## config.mk

```make
export PLATFORM = sky130hd
export DESIGN_NAME = rename_ctrl
export DESIGN_NICKNAME = d
export VERILOG_FILES = /design/src/rtl/rename_pkg.sv /design/src/rtl/rename_ctrl_chk.sv /design/src/rtl/rename_ctrl_free_list.sv /design/src/rtl/rename_ctrl.sv
export SDC_FILE = /design/constraint.sdc
export NUM_CORES = 2
export LEC_CHECK = 0
export CORE_ASPECT_RATIO = 0.8
export CORE_MARGIN = 2
export CORE_UTILIZATION = 50
export CTS_BUF_LIST = sky130_fd_sc_hd__clkbuf_8
export CTS_CLUSTER_DIAMETER = 150
export CTS_CLUSTER_SIZE = 28
export DETAILED_ROUTE_END_ITERATION = 6
export DONT_BUFFER_PORTS = 1
export HOLD_SLACK_MARGIN = 0.12
export SYNTH_ARGS = -nofsm -noshare
export SYNTH_HDL_FRONTEND = slang
export SYNTH_HIERARCHICAL = 1
export SYNTH_SLANG_ARGS = --single-unit
```

## constraint.sdc

```tcl
create_clock -name clk -period 3.47 [get_ports clk]
set_input_delay 0 -clock clk [delete_from_list [all_inputs] [get_ports clk]]
set_output_delay 0 -clock clk [all_outputs]
set_load 0.005 [all_outputs]
```

## src/rtl/rename_pkg.sv

```systemverilog
// Shared sizes, index types and the renamed-instruction record for the rename stage.
package rename_pkg;

  localparam int AREG_WIDTH = 5;
  localparam int PREG_WIDTH = 7;
  localparam int CNT_WIDTH  = 7;
  localparam int NUM_AREGS  = 32;
  localparam int NUM_PREGS  = 128;
  localparam int FL_DEPTH   = NUM_PREGS - NUM_AREGS;

  typedef logic [AREG_WIDTH-1:0] areg_t;
  typedef logic [PREG_WIDTH-1:0] preg_t;
  typedef logic [CNT_WIDTH-1:0]  cnt_t;
  typedef logic [6:0]            fl_idx_t;

  typedef struct packed {
    preg_t prs1;
    preg_t prs2;
    preg_t prd;
    preg_t old_prd;
    logic  has_dest;
    logic  is_branch;
  } ren_inst_t;

  // Circular free-list pointers run 0..FL_DEPTH-1 and wrap back to 0.
  function automatic fl_idx_t fl_next(input fl_idx_t idx);
    fl_idx_t nxt;
    if (idx == fl_idx_t'(FL_DEPTH - 1)) begin
      nxt = 7'd0;
    end else begin
      nxt = idx + 7'd1;
    end
    return nxt;
  endfunction

endpackage

```

## src/rtl/rename_ctrl_chk.sv

```systemverilog
// Protocol checker for the rename stage: the ROB must never return a preg to a full free list.
module rename_ctrl_chk
  import rename_pkg::*;
(
  input logic clk,
  input logic reset,
  input logic commit_free_valid,
  input cnt_t free_count
);

  a_no_push_when_full : assert property (@(posedge clk) disable iff (reset)
    !(commit_free_valid && (free_count == cnt_t'(FL_DEPTH))));

endmodule

```

## src/rtl/rename_ctrl_free_list.sv

```systemverilog
// Physical-register free list: circular buffer with head/tail/count and a single
// head checkpoint that a mispredict restores, returning the speculative allocations.
module free_list
  import rename_pkg::*;
(
  input  logic  clk,
  input  logic  reset,
  input  logic  pop,
  input  logic  push,
  input  preg_t push_preg,
  input  logic  ckpt,
  input  logic  restore,
  output preg_t head_preg,
  output cnt_t  count
);

  preg_t   fl_q [FL_DEPTH];
  fl_idx_t head_q, head_d;
  fl_idx_t tail_q, tail_d;
  fl_idx_t head_snap_q, head_snap_d;
  fl_idx_t head_post_pop;
  cnt_t    count_q, count_d;
  cnt_t    alloc_q, alloc_d;
  logic    push_ok;

  // Pointer, count and checkpoint bookkeeping.
  always_comb begin
    push_ok       = push && (count_q != cnt_t'(FL_DEPTH));
    head_post_pop = pop ? fl_next(head_q) : head_q;
    tail_d        = push_ok ? fl_next(tail_q) : tail_q;
    head_d        = head_q;
    head_snap_d   = head_snap_q;
    count_d       = count_q;
    alloc_d       = alloc_q;
    if (restore) begin
      head_d  = head_snap_q;
      count_d = count_q + alloc_q + {6'd0, push_ok};
      alloc_d = 7'd0;
    end else begin
      head_d  = head_post_pop;
      count_d = count_q - {6'd0, pop} + {6'd0, push_ok};
      if (ckpt) begin
        head_snap_d = head_post_pop;
        alloc_d     = 7'd0;
      end else begin
        alloc_d = alloc_q + {6'd0, pop};
      end
    end
  end

  // Pointer and counter registers.
  always_ff @(posedge clk) begin
    if (reset) begin
      head_q      <= 7'd0;
      tail_q      <= 7'd0;
      head_snap_q <= 7'd0;
      count_q     <= cnt_t'(FL_DEPTH);
      alloc_q     <= 7'd0;
    end else begin
      head_q      <= head_d;
      tail_q      <= tail_d;
      head_snap_q <= head_snap_d;
      count_q     <= count_d;
      alloc_q     <= alloc_d;
    end
  end

  // Storage: after reset entry i holds preg 32+i, the pregs not mapped at reset.
  always_ff @(posedge clk) begin
    if (reset) begin
      for (int i = 0; i < FL_DEPTH; i++) begin
        fl_q[i] <= preg_t'(NUM_AREGS + i);
      end
    end else if (push_ok) begin
      fl_q[tail_q] <= push_preg;
    end
  end

  assign head_preg = fl_q[head_q];
  assign count     = count_q;

endmodule

```

## src/rtl/rename_ctrl.sv

```systemverilog
// Rename stage control: decode/dispatch handshake, map-table control strobes,
// the single branch checkpoint token and the renamed-instruction output register.
module rename_ctrl
  import rename_pkg::*;
(
  input  logic                  clk,
  input  logic                  reset,
  input  logic                  dec_valid,
  output logic                  dec_ready,
  input  logic [AREG_WIDTH-1:0] dec_rs1,
  input  logic [AREG_WIDTH-1:0] dec_rs2,
  input  logic [AREG_WIDTH-1:0] dec_rd,
  input  logic                  dec_reg_write,
  input  logic                  dec_is_branch,
  output logic [AREG_WIDTH-1:0] mt_rs1,
  output logic [AREG_WIDTH-1:0] mt_rs2,
  output logic [AREG_WIDTH-1:0] mt_rd,
  output logic                  mt_reg_write,
  output logic [PREG_WIDTH-1:0] mt_new_preg,
  output logic                  mt_is_branch_dispatch,
  output logic                  mt_branch_mispredict,
  input  logic [PREG_WIDTH-1:0] mt_prs1,
  input  logic [PREG_WIDTH-1:0] mt_prs2,
  input  logic [PREG_WIDTH-1:0] mt_old_p_dest,
  output logic                  ren_valid,
  input  logic                  ren_ready,
  output logic [PREG_WIDTH-1:0] ren_prs1,
  output logic [PREG_WIDTH-1:0] ren_prs2,
  output logic [PREG_WIDTH-1:0] ren_prd,
  output logic [PREG_WIDTH-1:0] ren_old_prd,
  output logic                  ren_has_dest,
  output logic                  ren_is_branch,
  input  logic                  commit_free_valid,
  input  logic [PREG_WIDTH-1:0] commit_free_preg,
  input  logic                  br_resolve_valid,
  input  logic                  br_mispredict,
  output logic [6:0]            free_count
);

  logic      need_dest;
  logic      fire;
  logic      restore;
  logic      ckpt_busy_q, ckpt_busy_d;
  logic      ren_valid_q, ren_valid_d;
  ren_inst_t ren_q, ren_d;
  preg_t     head_preg;
  cnt_t      fl_count;

  // Handshake: a stalled instruction leaves every piece of state untouched.
  always_comb begin
    need_dest = dec_reg_write && (dec_rd != 5'd0);
    restore   = br_resolve_valid && br_mispredict && ckpt_busy_q;
    dec_ready = !reset
             && (!ren_valid_q || ren_ready)
             && !(need_dest && (fl_count == 7'd0))
             && !(dec_is_branch && ckpt_busy_q)
             && !restore;
    fire      = dec_valid && dec_ready;
  end

  // Checkpoint token and output register next state.
  always_comb begin
    ckpt_busy_d = ckpt_busy_q;
    ren_valid_d = ren_valid_q;
    ren_d       = ren_q;
    if (restore) begin
      ckpt_busy_d = 1'b0;
    end else if (br_resolve_valid && ckpt_busy_q) begin
      ckpt_busy_d = 1'b0;
    end else if (fire && dec_is_branch) begin
      ckpt_busy_d = 1'b1;
    end else begin
      ckpt_busy_d = ckpt_busy_q;
    end
    // Anything held in the output register is younger than the mispredicted branch.
    if (restore) begin
      ren_valid_d = 1'b0;
    end else if (fire) begin
      ren_valid_d = 1'b1;
    end else if (ren_ready) begin
      ren_valid_d = 1'b0;
    end else begin
      ren_valid_d = ren_valid_q;
    end
    if (fire) begin
      ren_d.prs1      = mt_prs1;
      ren_d.prs2      = mt_prs2;
      ren_d.prd       = need_dest ? head_preg : 7'd0;
      ren_d.old_prd   = mt_old_p_dest;
      ren_d.has_dest  = need_dest;
      ren_d.is_branch = dec_is_branch;
    end else begin
      ren_d = ren_q;
    end
  end

  // State registers.
  always_ff @(posedge clk) begin
    if (reset) begin
      ckpt_busy_q <= 1'b0;
      ren_valid_q <= 1'b0;
      ren_q       <= '0;
    end else begin
      ckpt_busy_q <= ckpt_busy_d;
      ren_valid_q <= ren_valid_d;
      ren_q       <= ren_d;
    end
  end

  free_list u_free_list (
    .clk       (clk),
    .reset     (reset),
    .pop       (fire && need_dest),
    .push      (commit_free_valid),
    .push_preg (commit_free_preg),
    .ckpt      (fire && dec_is_branch),
    .restore   (restore),
    .head_preg (head_preg),
    .count     (fl_count)
  );

  rename_ctrl_chk u_chk (
    .clk               (clk),
    .reset             (reset),
    .commit_free_valid (commit_free_valid),
    .free_count        (fl_count)
  );

  assign mt_rs1                = dec_rs1;
  assign mt_rs2                = dec_rs2;
  assign mt_rd                 = dec_rd;
  assign mt_reg_write          = fire && need_dest;
  assign mt_new_preg           = head_preg;
  assign mt_is_branch_dispatch = fire && dec_is_branch;
  assign mt_branch_mispredict  = restore;
  assign ren_valid             = ren_valid_q;
  assign ren_prs1              = ren_q.prs1;
  assign ren_prs2              = ren_q.prs2;
  assign ren_prd               = ren_q.prd;
  assign ren_old_prd           = ren_q.old_prd;
  assign ren_has_dest          = ren_q.has_dest;
  assign ren_is_branch         = ren_q.is_branch;
  assign free_count            = fl_count;

endmodule

```

==> key figures <==
Timing
  • # setup viols final: 7
  • Final worst path period need: 3.63 ns
  • Max Slew Vio Count: 0
  • Clock Skews: between 0.05 and 0.06 ns
  • Worst slew pin tran: 0.906 ns
  • Highest Clock Rate: 275 MHz
  • Final count of hold timing violations: 0
  • RSZ-0062 raised after global routing: yes
  • Final WS setup: -0.165 ns
  • Relative slew slack: 39.6%
  • Period utilization: 105%

Critical path
  • Top cell family by delay on the critical path: compound AO/OA/AOI/OAI gates
  • Peak fanout along the critical path: 11
  • CP Buf/Inv Count: 3
  • Setup crit end kind: output pin
  • Slowest stage delay, CP: 0.50 ns
  • CP Launch Type: register
  • Arrival time worst endpoint: roughly 3.6 ns
  • WP data required: approximately 3.5 ns
  • Crit-path most repeated cell: buf_4
  • WS Path Type: register to output pin
  • Slowest stage cell, crit path: mux4_2
  • Reg-to-reg slack, setup: 0.26 ns
  • CP cell instances: buf_4 > bufbuf_16 > mux4_2 > a22oi_1 > o2111ai_1 > or3_4 > o22ai_2 > nor2_2 > buf_4

Drt
  • 1st-iter DRT viols: 3,110
  • Pre-antenna DRT Iters: 7
  • Routed vias/inst: about 6.4
  • Average wire per standard cell: 29.3 microns
  • Vias: 26,280
  • Routed WL: 120 mm
  • Routed Antenna Nets: 0
  • Number of remaining DRC errors: 0

Pwr
  • Clock power share: 22.3%
  • PwrDens: 425 mW/mm^2
  • Tot Pwr: 20,300 uW
  • Sw frac: between 20% and 30%
  • Internal cell power: between 15,000 and 20,000 uW
  • Switch Pwr: 5060 uW
  • Leak pwr: 0.0157 uW
  • Sequential share of power: 65.1%
  • Maximum vdd drop: 373 uV
  • Comb pwr share: 12.6%

Synthesis
  • YS warnings: 6
  • Synth Area in Simple Gates: 13.9%
  • Ys async rst share: 0%
  • Most common cell in the synthesized netlist: edfxtp_1
  • Yosys reg bits: slightly below 1,000
  • Post-synthesis mux area share: 14.0%
  • Xor/xnor share of the synthesized area: 0.439%
  • Syn Inst Count: 2,924
  • Post-synth cell types: 67
  • Area share of the largest cell type after synthesis: 61.4%
  • Synth Area in Compound Gates: 3.15%
  • Adder-Cell Fraction of Synth Area: 0.651%
  • Post-synth top area cell: edfxtp_1
  • Post-Syn Area: 0.0438 sq mm
  • Post-Syn Area per Cell: around 15 sq um
  • Top cells by area, synth: edfxtp_1 61%, mux4_2 11%, or3_1 5.3%
  • Register area share after synthesis: 64.4%
  • Largest family of logic cells by synthesized area: multiplexers
  • Synthesized net count: 2,997
  • Synth top cells by count: 896 x edfxtp_1, 374 x or3_1, 240 x clkbuf_1
  • Main synth FF type: edfxtp_1
  • Number of synthesized flops with an enable pin: 896

Finish
  • Area Overhead vs Synth: 9.22%
  • Layout cells sized above 1: 20.6%
  • NumNets Final: 3,014
  • Utilization after layout: 54.9%
  • ANT cells: 0
  • Post-Layout Cell Count: just over 4,000

Floorplanning
  • Die height: approximately 270 microns
  • Core footprint: just under 0.09 sq mm
  • I/O pin cnt: 116
  • Die W: 335 microns
  • Die area: between 0.09 and 0.1 sq mm
  • Num rows: 97
  • Initial Util: 50.2%

Placed design
  • Placed Cells: 3,913
  • RD Place Congestion: 0.857
  • Pre-CTS setup slack: 0.181 ns
  • Buffers added on ports: 0
  • DP HPWL: 72.1 mm

CTS
  • CTS clk-pin slew, worst paths: 0.17 ns
  • Clock root buffer: clkbuf_8
  • Clock sink total: 963
  • CTS Buf Count: 40
  • CTS Buffer Depth: 3
  • H-tree Lvls: 2
  • Clk Latency, worst-skew pair: between 0.7 and 0.8 ns
  • CTS tree: built

Global route
  • Initial antenna violation count: 2
  • Total track usage: around a quarter
  • Vias in the first global route: about 25,000
  • GR Overflow Total: 0
  • Largest net degree at the start of global routing: 153
  • First-pass GRT wire length: roughly 180 mm

Status
  • Outcome: finished with violations
  • Violated checks: negative setup slack

Min path
  • Worst hold path class: input pin to output pin

Flow run
  • Max-cap violation count: 0
## per-layer routing
layer	vias up	track usage (%)	share of wire, %
met1	13667	41.2	44
met4	0	6.93	2.6
met3	154	3.45	8.3
li1	11229	-	-
met2	1230	39.5	45
met5	-	0	0
## tightest hold or removal path, stage by stage
cell and delay [ns]:
o21ai_4 0.04, nor2_1 0.12, nor2_1 0.09
## cell families after synthesis
group,Yosys count
AOI/OAI and AO/OA,189
xor gates and xnor gates,22
adders and majority gates,21
buffers and inverters,335
DFF,963
muxes,332
and+or+nand+nor,1062
## layout make-up
cell class	count	area, sq um
Clock buffer	41	564
Inverter	16	60.1
Multi-Input combinational cell	1626	14400
Tap cell	1138	1420
Timing Repair Buffer	294	3100
Fill cell	6894	39400
Sequential cell	963	28300
Clock inverter	25	118
## worst paths after layout
kind	start	end	depth (start not counted)
setup / recovery	u_free_list/head_q[0]$_SDFF_PP0_	mt_new_preg[0]	9
hold / removal	dec_rd[1]	dec_ready	3
setup reg to reg	u_free_list/count[2]$_SDFF_PP0_	u_free_list/count[6]$_SDFF_PP1_	13
hold reg to reg	u_free_list/head_snap_q[4]$_SDFFE_PP0P_	u_free_list/head_snap_q[4]$_SDFFE_PP0P_	2
## cell usage in the layout (no fill, tap or decap), types with 18 or more instances in the layout
cell type / netlist / routed
a21o_1: 54 / 54
a21oi_1: 33 / 28
a22oi_1: 31 / 29
and2_1: 133 / 131
and3_1: 182 / 180
buf_12: 0 / 18
buf_4: 26 / 165
clkbuf_8: 0 / 41
dfxtp_1: 67 / 63
dlygate4sd3_1: 0 / 83
edfxtp_1: 896 / 896
ha_1: 18 / 18
inv_1: 15 / 37
mux2_4: 18 / 18
mux2i_1: 90 / 85
mux4_2: 216 / 217
nand2_1: 49 / 43
nand3_1: 35 / 33
nor2_1: 155 / 148
nor2b_1: 31 / 30
or2_2: 47 / 47
or3_1: 374 / 371
## registers in the layout, indices dropped and copies added (netlist names)
name,flops
ren_prd,7
ren_valid,1
ren_prs1,7
u_free_list/count,7
u_free_list/head_q,7
ren_old_prd,7
ren_prs2,7
u_free_list/alloc_q,7
u_free_list/tail_q,7
ren_is_branch,1
ckpt_busy_q,1
u_free_list/head_snap_q,7
u_free_list/fl_q,896
ren_has_dest,1
## power groups by stage
stage,clock network [uW],registers [uW],logic (uW)
floorplan,0,13400,1480
detailed placement,0,13500,2030
global placement,0,13500,2000
global route,4920,13300,2720
CTS,4620,13200,2540
finish,4530,13200,2560
## timing repair
action	in CTS	in global routing
hold buffers	92	0
setup buffers	28	1
pin swaps	9	12
gates resized for setup	49	14
endpoints found under the setup margin	7	12
cloned	5	0
endpoints found under the hold margin	1660	0
## metrics by stage
step	hold WS (ns)	area, sq um	TNS, ns
after floorplan	0.0808	43800	0
after global placement	0.0000346	45400	0
after detailed placement	0.0000346	45400	0
after CTS	0.238	47800	-1.12
after global routing	0.250	47900	-1.30
final	0.252	47900	-0.807
(Power assumes the default switching activity.)
